[src/rtl/vga_timing_gen_pkg.sv]
// vga_pkg: shared raster timing constants, helpers and sync bundle
// for the VGA timing generator and its delay line.
package vga_pkg;

  localparam int H_VISIBLE_DEF = 640;
  localparam int H_FP_DEF      = 16;
  localparam int H_SYNC_DEF    = 96;
  localparam int H_BP_DEF      = 48;
  localparam int V_VISIBLE_DEF = 480;
  localparam int V_FP_DEF      = 10;
  localparam int V_SYNC_DEF    = 2;
  localparam int V_BP_DEF      = 33;

  function automatic int span_total(
    input int vis, input int fp,
    input int sync, input int bp
  );
    return vis + fp + sync + bp;
  endfunction

  function automatic int sync_start(
    input int vis, input int fp
  );
    return vis + fp;
  endfunction

  function automatic int sync_end(
    input int vis, input int fp, input int sync
  );
    return vis + fp + sync;
  endfunction

  localparam int H_TOTAL = span_total(
    H_VISIBLE_DEF, H_FP_DEF, H_SYNC_DEF, H_BP_DEF);
  localparam int V_TOTAL = span_total(
    V_VISIBLE_DEF, V_FP_DEF, V_SYNC_DEF, V_BP_DEF);
  localparam int H_SYNC_START = sync_start(H_VISIBLE_DEF, H_FP_DEF);
  localparam int H_SYNC_END   = sync_end(
    H_VISIBLE_DEF, H_FP_DEF, H_SYNC_DEF);
  localparam int V_SYNC_START = sync_start(V_VISIBLE_DEF, V_FP_DEF);
  localparam int V_SYNC_END   = sync_end(
    V_VISIBLE_DEF, V_FP_DEF, V_SYNC_DEF);

  typedef struct packed {
    logic blank;
    logic hs;
    logic vs;
  } vga_sync_t;

  // Blanking with both syncs released.
  localparam vga_sync_t SYNC_IDLE = '{blank: 1'b0, hs: 1'b1, vs: 1'b1};

endpackage

[src/rtl/vga_timing_gen_if.sv]
// Raster output bundle: coordinates, sync/blank, frame events.
// master drives it, slave (colour mapper / DAC side) consumes it.
interface vga_timing_gen_if;
  logic       pix_en;
  logic [9:0] DrawX;
  logic [9:0] DrawY;
  logic       Blank;
  logic       hs;
  logic       vs;
  logic       frame_start;
  logic [7:0] frame_count;
  logic       blink;

  modport master (
    output pix_en, DrawX, DrawY, Blank, hs, vs,
    output frame_start, frame_count, blink
  );

  modport slave (
    input pix_en, DrawX, DrawY, Blank, hs, vs,
    input frame_start, frame_count, blink
  );
endinterface

[src/rtl/vga_timing_gen_sync_delay_line.sv]
// sync_delay_line: enable-gated shift register for the sync bundle,
// lining Blank/hs/vs up with downstream ROM read latency.
module sync_delay_line
  import vga_pkg::*;
#(
  parameter int        DEPTH   = 1,
  parameter vga_sync_t RST_VAL = SYNC_IDLE
) (
  input  logic      clk,
  input  logic      rst,
  input  logic      en,
  input  vga_sync_t d,
  output vga_sync_t q
);

  if (DEPTH == 0) begin : g_bypass
    logic unused_ctl;
    assign unused_ctl = ^{clk, rst, en};
    assign q = d;
  end else begin : g_shift
    vga_sync_t stg_q [DEPTH];
    vga_sync_t stg_d [DEPTH];

    // Shift one slot per pixel strobe, hold otherwise.
    always_comb begin
      for (int i = 0; i < DEPTH; i++) stg_d[i] = stg_q[i];
      if (en) begin
        stg_d[0] = d;
        for (int i = 1; i < DEPTH; i++) stg_d[i] = stg_q[i-1];
      end
    end

    // Stage registers; reset parks every stage at the idle value.
    always_ff @(posedge clk) begin
      for (int i = 0; i < DEPTH; i++) begin
        if (rst) stg_q[i] <= RST_VAL;
        else     stg_q[i] <= stg_d[i];
      end
    end

    assign q = stg_q[DEPTH-1];
  end

endmodule

[src/rtl/vga_timing_gen.sv]
// vga_timing_gen: pixel-strobe divider, raster counters, sync decode
// with latency-matching delay line, frame pulse and blink flag.
module vga_timing_gen
  import vga_pkg::*;
#(
  parameter int H_VISIBLE    = H_VISIBLE_DEF,
  parameter int H_FP         = H_FP_DEF,
  parameter int H_SYNC       = H_SYNC_DEF,
  parameter int H_BP         = H_BP_DEF,
  parameter int V_VISIBLE    = V_VISIBLE_DEF,
  parameter int V_FP         = V_FP_DEF,
  parameter int V_SYNC       = V_SYNC_DEF,
  parameter int V_BP         = V_BP_DEF,
  parameter int CLK_DIV      = 2,
  parameter int PIPE_DELAY   = 1,
  parameter int BLINK_FRAMES = 16
) (
  input logic              CLK,
  input logic              Reset,
  vga_timing_gen_if.master vga
);

  localparam int HT = span_total(H_VISIBLE, H_FP, H_SYNC, H_BP);
  localparam int VT = span_total(V_VISIBLE, V_FP, V_SYNC, V_BP);
  localparam int DIV_W = $clog2(CLK_DIV) + 1;
  localparam int BLK_W = $clog2(BLINK_FRAMES) + 1;

  localparam logic [DIV_W-1:0] DIV_LAST = DIV_W'(CLK_DIV - 1);
  localparam logic [BLK_W-1:0] BLK_LAST = BLK_W'(BLINK_FRAMES - 1);
  localparam logic [9:0] H_LAST = 10'(HT - 1);
  localparam logic [9:0] V_LAST = 10'(VT - 1);
  localparam logic [9:0] H_VIS  = 10'(H_VISIBLE);
  localparam logic [9:0] V_VIS  = 10'(V_VISIBLE);
  localparam logic [9:0] H_SS   = 10'(sync_start(H_VISIBLE, H_FP));
  localparam logic [9:0] H_SE   = 10'(sync_end(H_VISIBLE, H_FP, H_SYNC));
  localparam logic [9:0] V_SS   = 10'(sync_start(V_VISIBLE, V_FP));
  localparam logic [9:0] V_SE   = 10'(sync_end(V_VISIBLE, V_FP, V_SYNC));

  logic [DIV_W-1:0] div_cnt_q, div_cnt_d;
  logic             pix_en_q, pix_en_d;
  logic [9:0]       draw_x_q, draw_x_d;
  logic [9:0]       draw_y_q, draw_y_d;
  logic             frame_start_q, frame_start_d;
  logic [7:0]       frame_count_q, frame_count_d;
  logic [BLK_W-1:0] blink_cnt_q, blink_cnt_d;
  logic             blink_q, blink_d;

  logic      div_last;
  logic      x_last;
  logic      y_last;
  logic      frame_evt;
  vga_sync_t sync_raw;
  vga_sync_t sync_dly;

  // Pixel-slot divider and raster counters, stepping on the strobe.
  always_comb begin
    div_last  = (div_cnt_q == DIV_LAST);
    div_cnt_d = div_last ? '0 : div_cnt_q + DIV_W'(1);
    pix_en_d  = div_last;
    x_last    = (draw_x_q == H_LAST);
    y_last    = (draw_y_q == V_LAST);
    frame_evt = pix_en_q && x_last && y_last;
    draw_x_d  = draw_x_q;
    draw_y_d  = draw_y_q;
    if (pix_en_q) begin
      if (x_last) begin
        draw_x_d = '0;
        draw_y_d = y_last ? '0 : draw_y_q + 10'd1;
      end else begin
        draw_x_d = draw_x_q + 10'd1;
      end
    end
  end

  // Frame pulse, frame counter and blink half-period tracking.
  always_comb begin
    frame_start_d = frame_evt;
    frame_count_d = frame_count_q;
    blink_cnt_d   = blink_cnt_q;
    blink_d       = blink_q;
    if (frame_evt) begin
      frame_count_d = frame_count_q + 8'd1;
      if (blink_cnt_q == BLK_LAST) begin
        blink_cnt_d = '0;
        blink_d     = ~blink_q;
      end else begin
        blink_cnt_d = blink_cnt_q + BLK_W'(1);
      end
    end
  end

  // Undelayed visible/sync decode of the current counters.
  always_comb begin
    sync_raw       = SYNC_IDLE;
    sync_raw.blank = (draw_x_q < H_VIS) && (draw_y_q < V_VIS);
    sync_raw.hs    = !((draw_x_q >= H_SS) && (draw_x_q < H_SE));
    sync_raw.vs    = !((draw_y_q >= V_SS) && (draw_y_q < V_SE));
  end

  // State registers; Reset overrides everything.
  always_ff @(posedge CLK) begin
    if (Reset) begin
      div_cnt_q     <= '0;
      pix_en_q      <= 1'b0;
      draw_x_q      <= '0;
      draw_y_q      <= '0;
      frame_start_q <= 1'b0;
      frame_count_q <= '0;
      blink_cnt_q   <= '0;
      blink_q       <= 1'b0;
    end else begin
      div_cnt_q     <= div_cnt_d;
      pix_en_q      <= pix_en_d;
      draw_x_q      <= draw_x_d;
      draw_y_q      <= draw_y_d;
      frame_start_q <= frame_start_d;
      frame_count_q <= frame_count_d;
      blink_cnt_q   <= blink_cnt_d;
      blink_q       <= blink_d;
    end
  end

  sync_delay_line #(
    .DEPTH   (PIPE_DELAY),
    .RST_VAL (SYNC_IDLE)
  ) u_dly (
    .clk (CLK),
    .rst (Reset),
    .en  (pix_en_q),
    .d   (sync_raw),
    .q   (sync_dly)
  );

  assign vga.pix_en      = pix_en_q;
  assign vga.DrawX       = draw_x_q;
  assign vga.DrawY       = draw_y_q;
  assign vga.Blank       = sync_dly.blank;
  assign vga.hs          = sync_dly.hs;
  assign vga.vs          = sync_dly.vs;
  assign vga.frame_start = frame_start_q;
  assign vga.frame_count = frame_count_q;
  assign vga.blink       = blink_q;

endmodule

[src/flat_wrapper.sv]
// flat-port wrapper written by rule: the top's interface ports become plain ports
module vga_timing_gen_flat import vga_pkg::*;
#(
  parameter int H_VISIBLE    = H_VISIBLE_DEF,
  parameter int H_FP         = H_FP_DEF,
  parameter int H_SYNC       = H_SYNC_DEF,
  parameter int H_BP         = H_BP_DEF,
  parameter int V_VISIBLE    = V_VISIBLE_DEF,
  parameter int V_FP         = V_FP_DEF,
  parameter int V_SYNC       = V_SYNC_DEF,
  parameter int V_BP         = V_BP_DEF,
  parameter int CLK_DIV      = 2,
  parameter int PIPE_DELAY   = 1,
  parameter int BLINK_FRAMES = 16
)
  (CLK, Reset, vga_pix_en, vga_DrawX, vga_DrawY, vga_Blank, vga_hs, vga_vs, vga_frame_start, vga_frame_count, vga_blink);
  vga_timing_gen_if vga_i ();
  input logic CLK;
  input logic Reset;
  output wire logic [$bits(vga_i.pix_en)-1:0] vga_pix_en;
  output wire logic [$bits(vga_i.DrawX)-1:0] vga_DrawX;
  output wire logic [$bits(vga_i.DrawY)-1:0] vga_DrawY;
  output wire logic [$bits(vga_i.Blank)-1:0] vga_Blank;
  output wire logic [$bits(vga_i.hs)-1:0] vga_hs;
  output wire logic [$bits(vga_i.vs)-1:0] vga_vs;
  output wire logic [$bits(vga_i.frame_start)-1:0] vga_frame_start;
  output wire logic [$bits(vga_i.frame_count)-1:0] vga_frame_count;
  output wire logic [$bits(vga_i.blink)-1:0] vga_blink;
  assign vga_pix_en = vga_i.pix_en;
  assign vga_DrawX = vga_i.DrawX;
  assign vga_DrawY = vga_i.DrawY;
  assign vga_Blank = vga_i.Blank;
  assign vga_hs = vga_i.hs;
  assign vga_vs = vga_i.vs;
  assign vga_frame_start = vga_i.frame_start;
  assign vga_frame_count = vga_i.frame_count;
  assign vga_blink = vga_i.blink;
  vga_timing_gen #(.H_VISIBLE(H_VISIBLE), .H_FP(H_FP), .H_SYNC(H_SYNC), .H_BP(H_BP), .V_VISIBLE(V_VISIBLE), .V_FP(V_FP), .V_SYNC(V_SYNC), .V_BP(V_BP), .CLK_DIV(CLK_DIV), .PIPE_DELAY(PIPE_DELAY), .BLINK_FRAMES(BLINK_FRAMES)) u_core (.CLK(CLK), .Reset(Reset), .vga(vga_i));
endmodule
[config.mk]
export PLATFORM = sky130hd
export DESIGN_NAME = vga_timing_gen_flat
export DESIGN_NICKNAME = d
export VERILOG_FILES = /design/src/rtl/vga_timing_gen_pkg.sv /design/src/rtl/vga_timing_gen_if.sv /design/src/rtl/vga_timing_gen_sync_delay_line.sv /design/src/rtl/vga_timing_gen.sv /design/src/flat_wrapper.sv
export SDC_FILE = /design/constraint.sdc
export NUM_CORES = 1
export LEC_CHECK = 0
export ABC_AREA = 1
export BUFFER_PORTS_ARGS = -buffer_cell sky130_fd_sc_hd__buf_4
export CORE_UTILIZATION = 55
export DETAILED_ROUTE_END_ITERATION = 16
export PLACE_DENSITY_LB_ADDON = 0.2
export SYNTH_ARGS = -nofsm -noshare
export SYNTH_HDL_FRONTEND = slang
export SYNTH_HIERARCHICAL = 1
export SYNTH_SLANG_ARGS = --single-unit
[constraint.sdc]
create_clock -name CLK -period 1.75 [get_ports CLK]
set_clock_uncertainty 0.05 [all_clocks]
set_input_delay 0.0875 -clock CLK [delete_from_list [all_inputs] [get_ports CLK]]
set_output_delay 0.0875 -clock CLK [all_outputs]
set_load 0.05 [all_outputs]
==> run metrics, run 1 <==
H-tree depth 2; Distinct cells, synth 30; min-delay worst type in -> reg; GR Util All Layers 0.250; Final Critical Period 1630 ps; Core Rows 21; FFs w/ async S/R, synth 0; clk_lat worst skew 300 ps; first-pass GRT wire length 7940 microns; largest net degree at the start of global routing 20; Pwr per Cell Area 746 nW/um^2; layout cells sized above 1 0.217; measured slew at the worst slew-check pin 456 ps; fin cells 378; Period Utilization, post-route 0.932; post-CTS setup repair buffer count 0; overall die width 63.4 microns; Inserted Clock Buffers 5; DRT Pass-1 Iters 5; Avg Inst Size Synth 7.12 sq um; CP max-delay cell dfxtp_2; Final Hold Vio Count 0; Yosys top cell area share 0.396; clk sink count 41; Crit path arrival time 1800 ps; core box area 3470 sq um; Crit Path Category reg -> reg; unrepaired setup endpoints after global routing false; Sequential Area 831 sq um; syn_nets 300; Seq cells post-synth 41; LEAKAGE 1.15 nW; clk slew on worst S/H paths 90 ps; Hold Crit Depth 2; largest area contributor in the netlist dfxtp_1; nets 340; hold_buf cts 0; cell count after synthesis 291; vias in the first global route 1819; CP Launch Type register; final number of setup-violating endpoints 0; crit path cell chain ha_1 > nand2_1 > nor2_4 > nand3_4 > nor2_8 > nand2_1 > o21ai_1; Top FF cell, synth dfxtp_1; Commonest cells post-synth 79 x nand2_1, 41 x dfxtp_1, 37 x inv_1, 36 x nor2_1; CTS Buffer Depth 2; Max VDD drop 0.597 mV; Relative slew margins 0.694; Final ANT Viol Nets 0; vias per cell 5.05; outcome completed; Layout fillers 316; TritonCTS clock tree done; post-synthesis sequential area ratio 0.396; total of max-cap violations 0; fmax 613 MHz; setup_tns 0 ps; Die H 63.4 microns; largest cells by area after synthesis dfxtp_1 40%, nand2_1 14%, inv_1 6.7%, nor2_1 6.5%, ha_1 4.2%; CTS root buf clkbuf_8; WL/cell 11.8 microns; initial antenna violation count 0; DRT iter0 DRCs 74; PortBufs 35; worst r2r path cells 7; Residual DRC 0; Detailed Place HPWL 3170 microns; Placed Cells incl. Taps 370; Max FO, Critical Path 10; Post-synth EDFFs 0; Crit. End Element register; # diodes 0; I/O pin cnt 36; via count 1910; Final GP Congestion 0.847; area occupied by multi-input gates 1100 sq um; most common cell in the netlist nand2_1; yosys warns 6; Initial Utilization 0.598; die area 4020 sq um; Max stage delay on crit path 370 ps; Slew Limit Fails 0; Netlist Area Pre-Place 2070 sq um; Total Wirelength 4460 microns; crit-path most repeated cell nand2_1; grt ovf 0; CP required 1920 ps; Area Overhead vs Synth 22.2%
-- placed cells by master (no fill, tap or decap) --
| cell type | count |
|---|---|
| ha_1 | 7 |
| bufinv_16 | 1 |
| nand3b_1 | 3 |
| nor2_1 | 35 |
| nor2_4 | 5 |
| xor2_1 | 10 |
| nand2_4 | 1 |
| nand2_1 | 78 |
| nand3_2 | 1 |
| dfxtp_2 | 8 |
| inv_1 | 37 |
| o21ai_2 | 1 |
| dfxtp_1 | 33 |
| nor3_1 | 6 |
| o21ai_1 | 3 |
| o21ai_0 | 4 |
| nand4_1 | 5 |
| xnor2_1 | 1 |
| nor4_1 | 1 |
| or2_2 | 1 |
| mux2i_1 | 1 |
| a21oi_1 | 17 |
| inv_2 | 1 |
| nand3_4 | 1 |
| clkinvlp_4 | 1 |
| nor2_8 | 1 |
| nand2_2 | 4 |
| nor3b_1 | 2 |
| buf_4 | 37 |
| nand3_1 | 16 |
| o21bai_1 | 1 |
| clkbuf_8 | 6 |
| nor2_2 | 3 |
-- cells by family after synthesis --
logic type	synth area share
and+or+nand+nor	0.366
DFF	0.396
xor gates and xnor gates	0.0465
buffers and inverters	0.0785
AOI/OAI and AO/OA	0.0658
muxes	0.00483
adders and majority gates	0.0422
-- per-stage QoR --
stage / power (mW) / hold WS (ps) / util / setup slack, ps / instance area (sq um)
2_1_floorplan: 1.07 / 169 / - / 18.2 / 2080
3_3_place_gp: 1.11 / 370 / 0.692 / 91.9 / 2400
3_5_place_dp: 1.11 / 375 / 0.692 / 90.1 / 2400
4_1_cts: 1.90 / 68.7 / 0.726 / 79.8 / 2520
5_1_grt: 1.96 / 86.9 / 0.731 / 6.72 / 2530
6_report: 1.89 / 86.7 / 0.731 / 118 / 2530
-- what timing repair did --
| item | in CTS | in global routing |
|---|---|---|
| setup endpoints to repair | 0 | 12 |
| resized for setup | 0 | 4 |
| hold endpoints to repair | 0 | 0 |
-- path summary, 6_finish.rpt --
kind,start,endpoint,slack [ps]
min reg2reg,u_core/div_cnt_q[0],u_core/div_cnt_q[0],390
max reg2reg,u_core/vga.DrawX[0],u_core/vga.frame_count[0],120
max,u_core/vga.DrawX[0],u_core/vga.frame_count[0],120
min,Reset,u_core/vga.DrawX[4],90
-- power by group --
part / leakage (nW) / total (mW) / internal (mW) / switching (mW)
combinational: 0.753 / 0.118 / 0.0362 / 0.0818
clock: 0.0574 / 0.803 / 0.464 / 0.339
sequential: 0.335 / 0.969 / 0.951 / 0.0173
-- routing by layer --
layer,routed length [microns],vias up,track usage
li1,-,987,-
met1,1960,856,0.299
met2,2160,65,0.423
met3,313,2,0.0652
met4,29,0,0.0966
met5,0,-,0
-- flip-flops by register name, summed over array words and instances (netlist names) --
| name | cells |
|---|---|
| u_core/blink_cnt_q | 5 |
| u_core/vga.blink | 1 |
| u_core/vga.DrawY | 10 |
| u_core/vga.frame_start | 1 |
| u_core/div_cnt_q | 2 |
| u_core/vga.pix_en | 1 |
| u_core/vga.DrawX | 10 |
| u_core/vga.frame_count | 8 |
| u_core/u_dly/g_shift.stg_q | 3 |
-- final cells by class --
class                   instances  share of cell area
multi-input cells             208               0.436
flip-flops and latches         41               0.328
repair buffers                 37               0.110
inverters                      38              0.0563
clock buffers                   6              0.0326
well taps                      46              0.0227
clock inverters                 2              0.0148
-- worst max-delay path, delay by kind of cell (launching register included) --
kind | cells | cell delay, ps
and+or+nand+nor | 5 | 760
adders and majority gates | 1 | 210
DFF | 1 | 370
AOI/OAI and AO/OA | 1 | 160
Note: power is estimated with default switching activity, not from simulation.
==> run 2: changes to the inputs <==
--- a/config.mk
+++ b/config.mk
@@ -9,7 +9,7 @@
 export BUFFER_PORTS_ARGS = -buffer_cell sky130_fd_sc_hd__buf_4
 export CORE_UTILIZATION = 55
 export DETAILED_ROUTE_END_ITERATION = 16
-export PLACE_DENSITY_LB_ADDON = 0.2
+export PLACE_DENSITY_LB_ADDON = 0.12
 export SYNTH_ARGS = -nofsm -noshare
 export SYNTH_HDL_FRONTEND = slang
 export SYNTH_HIERARCHICAL = 1
==> run 2 against run 1 <==
Against the previous run: critical path depth is the same; worst setup slack better by 30 ps; non-clock buffer count grew 3; wire length decreased by 1.4%; clock power down 23%; die area did not move; critical endpoint is now u_core/blink_cnt_q[0].
==> run metrics, run 2 (synthesized netlist as in run 1, its figures left out) <==
outcome completed; via count 1911 (+0.052%); overall die width 63.4 microns (unchanged); Period Utilization, post-route 0.915 (-0.0174); PortBufs 35 (unchanged); Final Critical Period 1600 ps (-30.4 ps); most common cell after layout, fill and taps aside nand2_1; clk sink count 41 (unchanged); Detailed Place HPWL 3190 microns (+0.65%); die area 4020 sq um (unchanged); Crit Path Category reg -> reg; Inserted Clock Buffers 5 (unchanged); Crit path arrival time 1780 ps (-20 ps); first-pass GRT wire length 7560 microns (-4.9%); vias per cell 5.03 (-0.47%); Relative slew margins 0.692 (-0.00211); Max FO, Critical Path 10 (unchanged); total of max-cap violations 0 (unchanged); most frequent cells in the layout 78 x nand2_1, 40 x buf_4, 37 x inv_1; Die H 63.4 microns (unchanged); CTS root buf clkbuf_8; final core utilization 0.728 (-0.00216); TritonCTS clock tree done; DRT Pass-1 Iters 4 (-1); grt ovf 0 (unchanged); final number of setup-violating endpoints 0 (unchanged); Pwr per Cell Area 678 nW/um^2 (-9.1%); WL/cell 11.6 microns (-2.0%); GR Util All Layers 0.240 (-0.0103); Max VDD drop 0.456 mV (-24%); clk slew on worst S/H paths 80 ps (about the same); initial antenna violation count 0 (unchanged); measured slew at the worst slew-check pin 459 ps (+3.14 ps); I/O pin cnt 36 (unchanged); largest net degree at the start of global routing 20 (unchanged); Core Rows 21 (unchanged); Area Overhead vs Synth 21.8%; Final ANT Viol Nets 0 (unchanged); Residual DRC 0 (unchanged); CP required 1930 ps (about the same); H-tree depth 2 (unchanged); unrepaired setup endpoints after global routing false; LEAKAGE 1.15 nW (+0.18%); clk_lat worst skew 290 ps (about the same); Final Hold Vio Count 0 (unchanged); Slew Limit Fails 0 (unchanged); nets 343 (+0.88%); Post-CTS Resized 0 (unchanged); CP Launch Type register; Crit. End Element register; Final GP Congestion 0.832 (-1.8%); CTS Buffer Depth 2 (unchanged); Pwr Total 1.71 mW (-9.3%); core box area 3470 sq um (unchanged); Initial Utilization 0.598 (unchanged); fmax 625 MHz (+1.9%); vias in the first global route 1722 (-5.3%); setup_tns 0 ps (unchanged); hold_buf cts 0 (unchanged); # diodes 0 (unchanged); layout cells sized above 1 0.222 (+0.00469); Total Wirelength 4400 microns (-1.4%); post-CTS setup repair buffer count 0 (unchanged); post-route design area 2530 sq um (-0.30%); min-delay worst type in -> reg; Post-DP Area 2420 sq um (+0.94%); DRT iter0 DRCs 102 (+38%)
## run 2: final cells by class
type                            count  area [sq um]
Multi-Input combinational cell    208          1100
Sequential cell                    41           831
Clock inverter                      1          7.51
Timing Repair Buffer               40           300
Inverter                           38           143
Clock buffer                        6          82.6
Fill cell                         303           942
Tap cell                           46          57.6
## run 2: worst paths after layout
| kind | from | endpoint | slack, ps | cells past startpoint |
|---|---|---|---|---|
| setup / recovery | u_core/vga.DrawX[0] | u_core/blink_cnt_q[0] | 150 | 7 |
| hold / removal | Reset | u_core/vga.pix_en | 100 | 2 |
| setup reg to reg | u_core/vga.DrawX[0] | u_core/blink_cnt_q[0] | 150 | 7 |
| hold reg to reg | u_core/div_cnt_q[0] | u_core/div_cnt_q[0] | 390 | 1 |
## run 2: metal layers
layer	vias to the layer above	track usage	share of wire
li1	994	-	-
met1	868	0.292	0.48
met2	43	0.404	0.46
met3	6	0.0616	0.041
met4	0	0.0824	0.012
met5	-	0	0
## run 2: power by group
group          switching, mW  leakage (nW)  internal, mW
combinational         0.0861         0.769        0.0392
clock                  0.311        0.0433         0.312
sequential            0.0143         0.335         0.952
total                  0.411          1.15          1.30
## run 2: worst max-delay path: stages (launching register included)
cell	delay [ps]
dfxtp_2	370
ha_1	210
nand2_1	100
nor2_4	120
nand3_4	180
nor2_8	230
nand2_1	130
o21ai_1	140
## run 2: per-stage QoR
stage               std cells  setup WS [ps]  hold WS [ps]
detailed placement        373            129           376
floorplan                 291           18.2           169
CTS                       380           92.2          79.9
global placement          373            136           369
global route              380           9.07           103
finish                    380            149          96.7
==> run 3: changes to the inputs <==
--- a/config.mk
+++ b/config.mk
@@ -7,7 +7,7 @@
 export LEC_CHECK = 0
 export ABC_AREA = 1
 export BUFFER_PORTS_ARGS = -buffer_cell sky130_fd_sc_hd__buf_4
-export CORE_UTILIZATION = 55
+export CORE_UTILIZATION = 50
 export DETAILED_ROUTE_END_ITERATION = 16
 export PLACE_DENSITY_LB_ADDON = 0.12
 export SYNTH_ARGS = -nofsm -noshare
==> constraint.sdc (replaced) <==
create_clock -name CLK -period 1.3 [get_ports CLK]
set_clock_uncertainty 0.05 [all_clocks]
set_input_delay 0.065 -clock CLK [delete_from_list [all_inputs] [get_ports CLK]]
set_output_delay 0.065 -clock CLK [all_outputs]
set_load 0.05 [all_outputs]
==> run 3 against run 2 <==
Against the previous run: the flow now finishes with violations (setup timing); global-route usage grew 2.1 points; core utilization increased by 8.9 points; non-clock buffer count is 51 higher; largest power group unchanged.
==> run metrics, run 3 (synthesized netlist as in run 1, its figures left out) <==
outcome complete, but fails checks; failing checks setup timing; Crit Path Category reg -> reg; Max FO, Critical Path 6 (-4); most frequent cells in the layout 81 x buf_4, 60 x nand2_1, 34 x inv_1; Final GP Congestion 0.838 (+0.73%); Pwr per Cell Area 753 nW/um^2 (+11%); CP max-delay cell dfxtp_4; clk sink count 41 (unchanged); Max stage delay on crit path 360 ps (about the same); Final Critical Period 1730 ps (+127 ps); CTS Buffer Depth 2 (unchanged); most common cell after layout, fill and taps aside buf_4; Slew Limit Fails 0 (unchanged); Pwr Total 2.46 mW (+44%); worst hold start Reset; crit path cell chain ha_4 > nand2_4 > nor2_4 > buf_6 > nand3_4 > buf_4 > nand2_4 > buf_4 > nor3_1; hold_ws 64.8 ps (-31.9 ps); initial antenna violation count 0 (unchanged); WL/cell 14.9 microns (+28%); CTS root buf clkbuf_8; final worst setup slack -429 ps (-577 ps); Crit. End Element register; Psw 565 uW (+37%); CP Launch Type register; cell internal pwr 1.89 mW (+45%); Residual DRC 0 (unchanged); final number of setup-violating endpoints 33 (+33); core box area 4000 sq um (+15%); delay-heaviest family, CP simple AND/OR/NAND/NOR gates; overall die width 66.4 microns (+4.7%); first-pass GRT wire length 8690 microns (+15%); Clk network pwr share 0.402 (+0.039); Crit path arrival time 1850 ps (+70 ps); PortBufs 35 (unchanged); I/O pin cnt 36 (unchanged); Total Wirelength 6520 microns (+48%); DRT iter0 DRCs 180 (+76%); dpl ws -217 ps (-346 ps); nets 397 (+16%); Period Utilization, post-route 1.33 (+0.415); grt ovf 0 (unchanged); TritonCTS clock tree done; Reg2Reg Launch Point u_core/vga.DrawX[0]; Worst Setup SP u_core/vga.DrawX[0]; post-route design area 3270 sq um (+29%); Max VDD drop 0.843 mV (+85%); Relative slew margins 0.797 (+0.105); GR Util All Layers 0.261 (+0.0210); CP required 1420 ps (-510 ps); fmax 579 MHz (-7.4%); hold_buf cts 0 (unchanged); total of max-cap violations 0 (unchanged); combinational power share 0.078 (+0.005); Sw Share 0.230 (-0.0101); unrepaired setup endpoints after global routing true; die area 4410 sq um (+9.7%); Final Hold Vio Count 0 (unchanged); Core Rows 23 (+9.5%); measured slew at the worst slew-check pin 302 ps (-157 ps); clk slew on worst S/H paths 80 ps (about the same); DRT Pass-1 Iters 4 (unchanged); min-delay worst type in -> reg; Final ANT Viol Nets 0 (unchanged); H-tree depth 2 (unchanged); via count 2300 (+20%); largest net degree at the start of global routing 20 (unchanged); # diodes 0 (unchanged); Area Overhead vs Synth 57.6%; Die H 66.4 microns (+4.7%); Initial Utilization 0.518 (-0.0795); final core utilization 0.817 (+0.0887); Crit path buffers/inverters 3 (+3); Layout fillers 250 (-17%); Inserted Clock Buffers 5 (unchanged); vias per cell 5.24 (+4.2%); Flop pwr share 0.520 (-0.044); layout cells sized above 1 0.473 (+0.251); LEAKAGE 1.52 nW (+33%); vias in the first global route 1983 (+15%); clk_lat worst skew 290 ps (about the same); Post-DP Area 2750 sq um (+14%); Detailed Place HPWL 3520 microns (+10%)
-- run 3: cell types whose count changed in the layout (fill, tap and decap cells not counted), moves of 5 or more --
cell     previous run  this run
a21oi_1            17        11
nand2_1            78        60
a21oi_2             0         6
buf_4              40        81
nand2_2             4        16
dfxtp_2             8        13
nand2_4             1         7
nor2_4              5        10
buf_6               0        10
dfxtp_1            33        17
nor2_1             35        28
dfxtp_4             0        11
-- run 3: stage by stage --
step,instances,setup TNS (ps)
6_report,439,-8380
5_1_grt,439,-9900
4_1_cts,428,-4360
3_5_place_dp,408,-4040
3_3_place_gp,408,-2820
2_1_floorplan,291,-4420
-- run 3: path summary, 6_finish.rpt --
path / to / slack [ps] / cells past startpoint
hold reg to reg: u_core/div_cnt_q[0] / 380 / 1
setup reg to reg: u_core/vga.DrawX[6] / -430 / 9
setup / recovery: u_core/vga.DrawX[6] / -430 / 9
hold / removal: u_core/vga.DrawY[7] / 60 / 2
-- run 3: layout make-up --
class | count | area, sq um | share of cell area
clock buffers | 6 | 72.6 | 0.0222
flip-flops and latches | 41 | 878 | 0.269
well taps | 50 | 62.6 | 0.0191
multi-input cells | 211 | 1350 | 0.414
clock inverters | 2 | 33.8 | 0.0103
inverters | 38 | 148 | 0.0452
repair buffers | 91 | 721 | 0.221
-- run 3: repair_timing --
item	4_1_cts	5_1_grt
setup endpoints to repair	34	36
cloned	3	0
setup buffers	9	12
hold endpoints to repair	0	0
resized for setup	19	46
pin swaps	17	18
-- run 3: layer usage --
| metal | share of wire | global-route usage |
|---|---|---|
| met5 | 0 | 0 |
| met4 | 0.027 | 0.106 |
| met3 | 0.047 | 0.0534 |
| met2 | 0.53 | 0.478 |
| met1 | 0.39 | 0.288 |
-- run 3: power groups by stage --
stage / Clock (mW) / Combinational, mW / Sequential [mW]
2_1_floorplan: 0 / 0.0667 / 1.37
3_3_place_gp: 0 / 0.181 / 1.31
3_5_place_dp: 0 / 0.183 / 1.31
4_1_cts: 0.997 / 0.187 / 1.28
5_1_grt: 1.06 / 0.209 / 1.28
6_report: 0.987 / 0.192 / 1.28
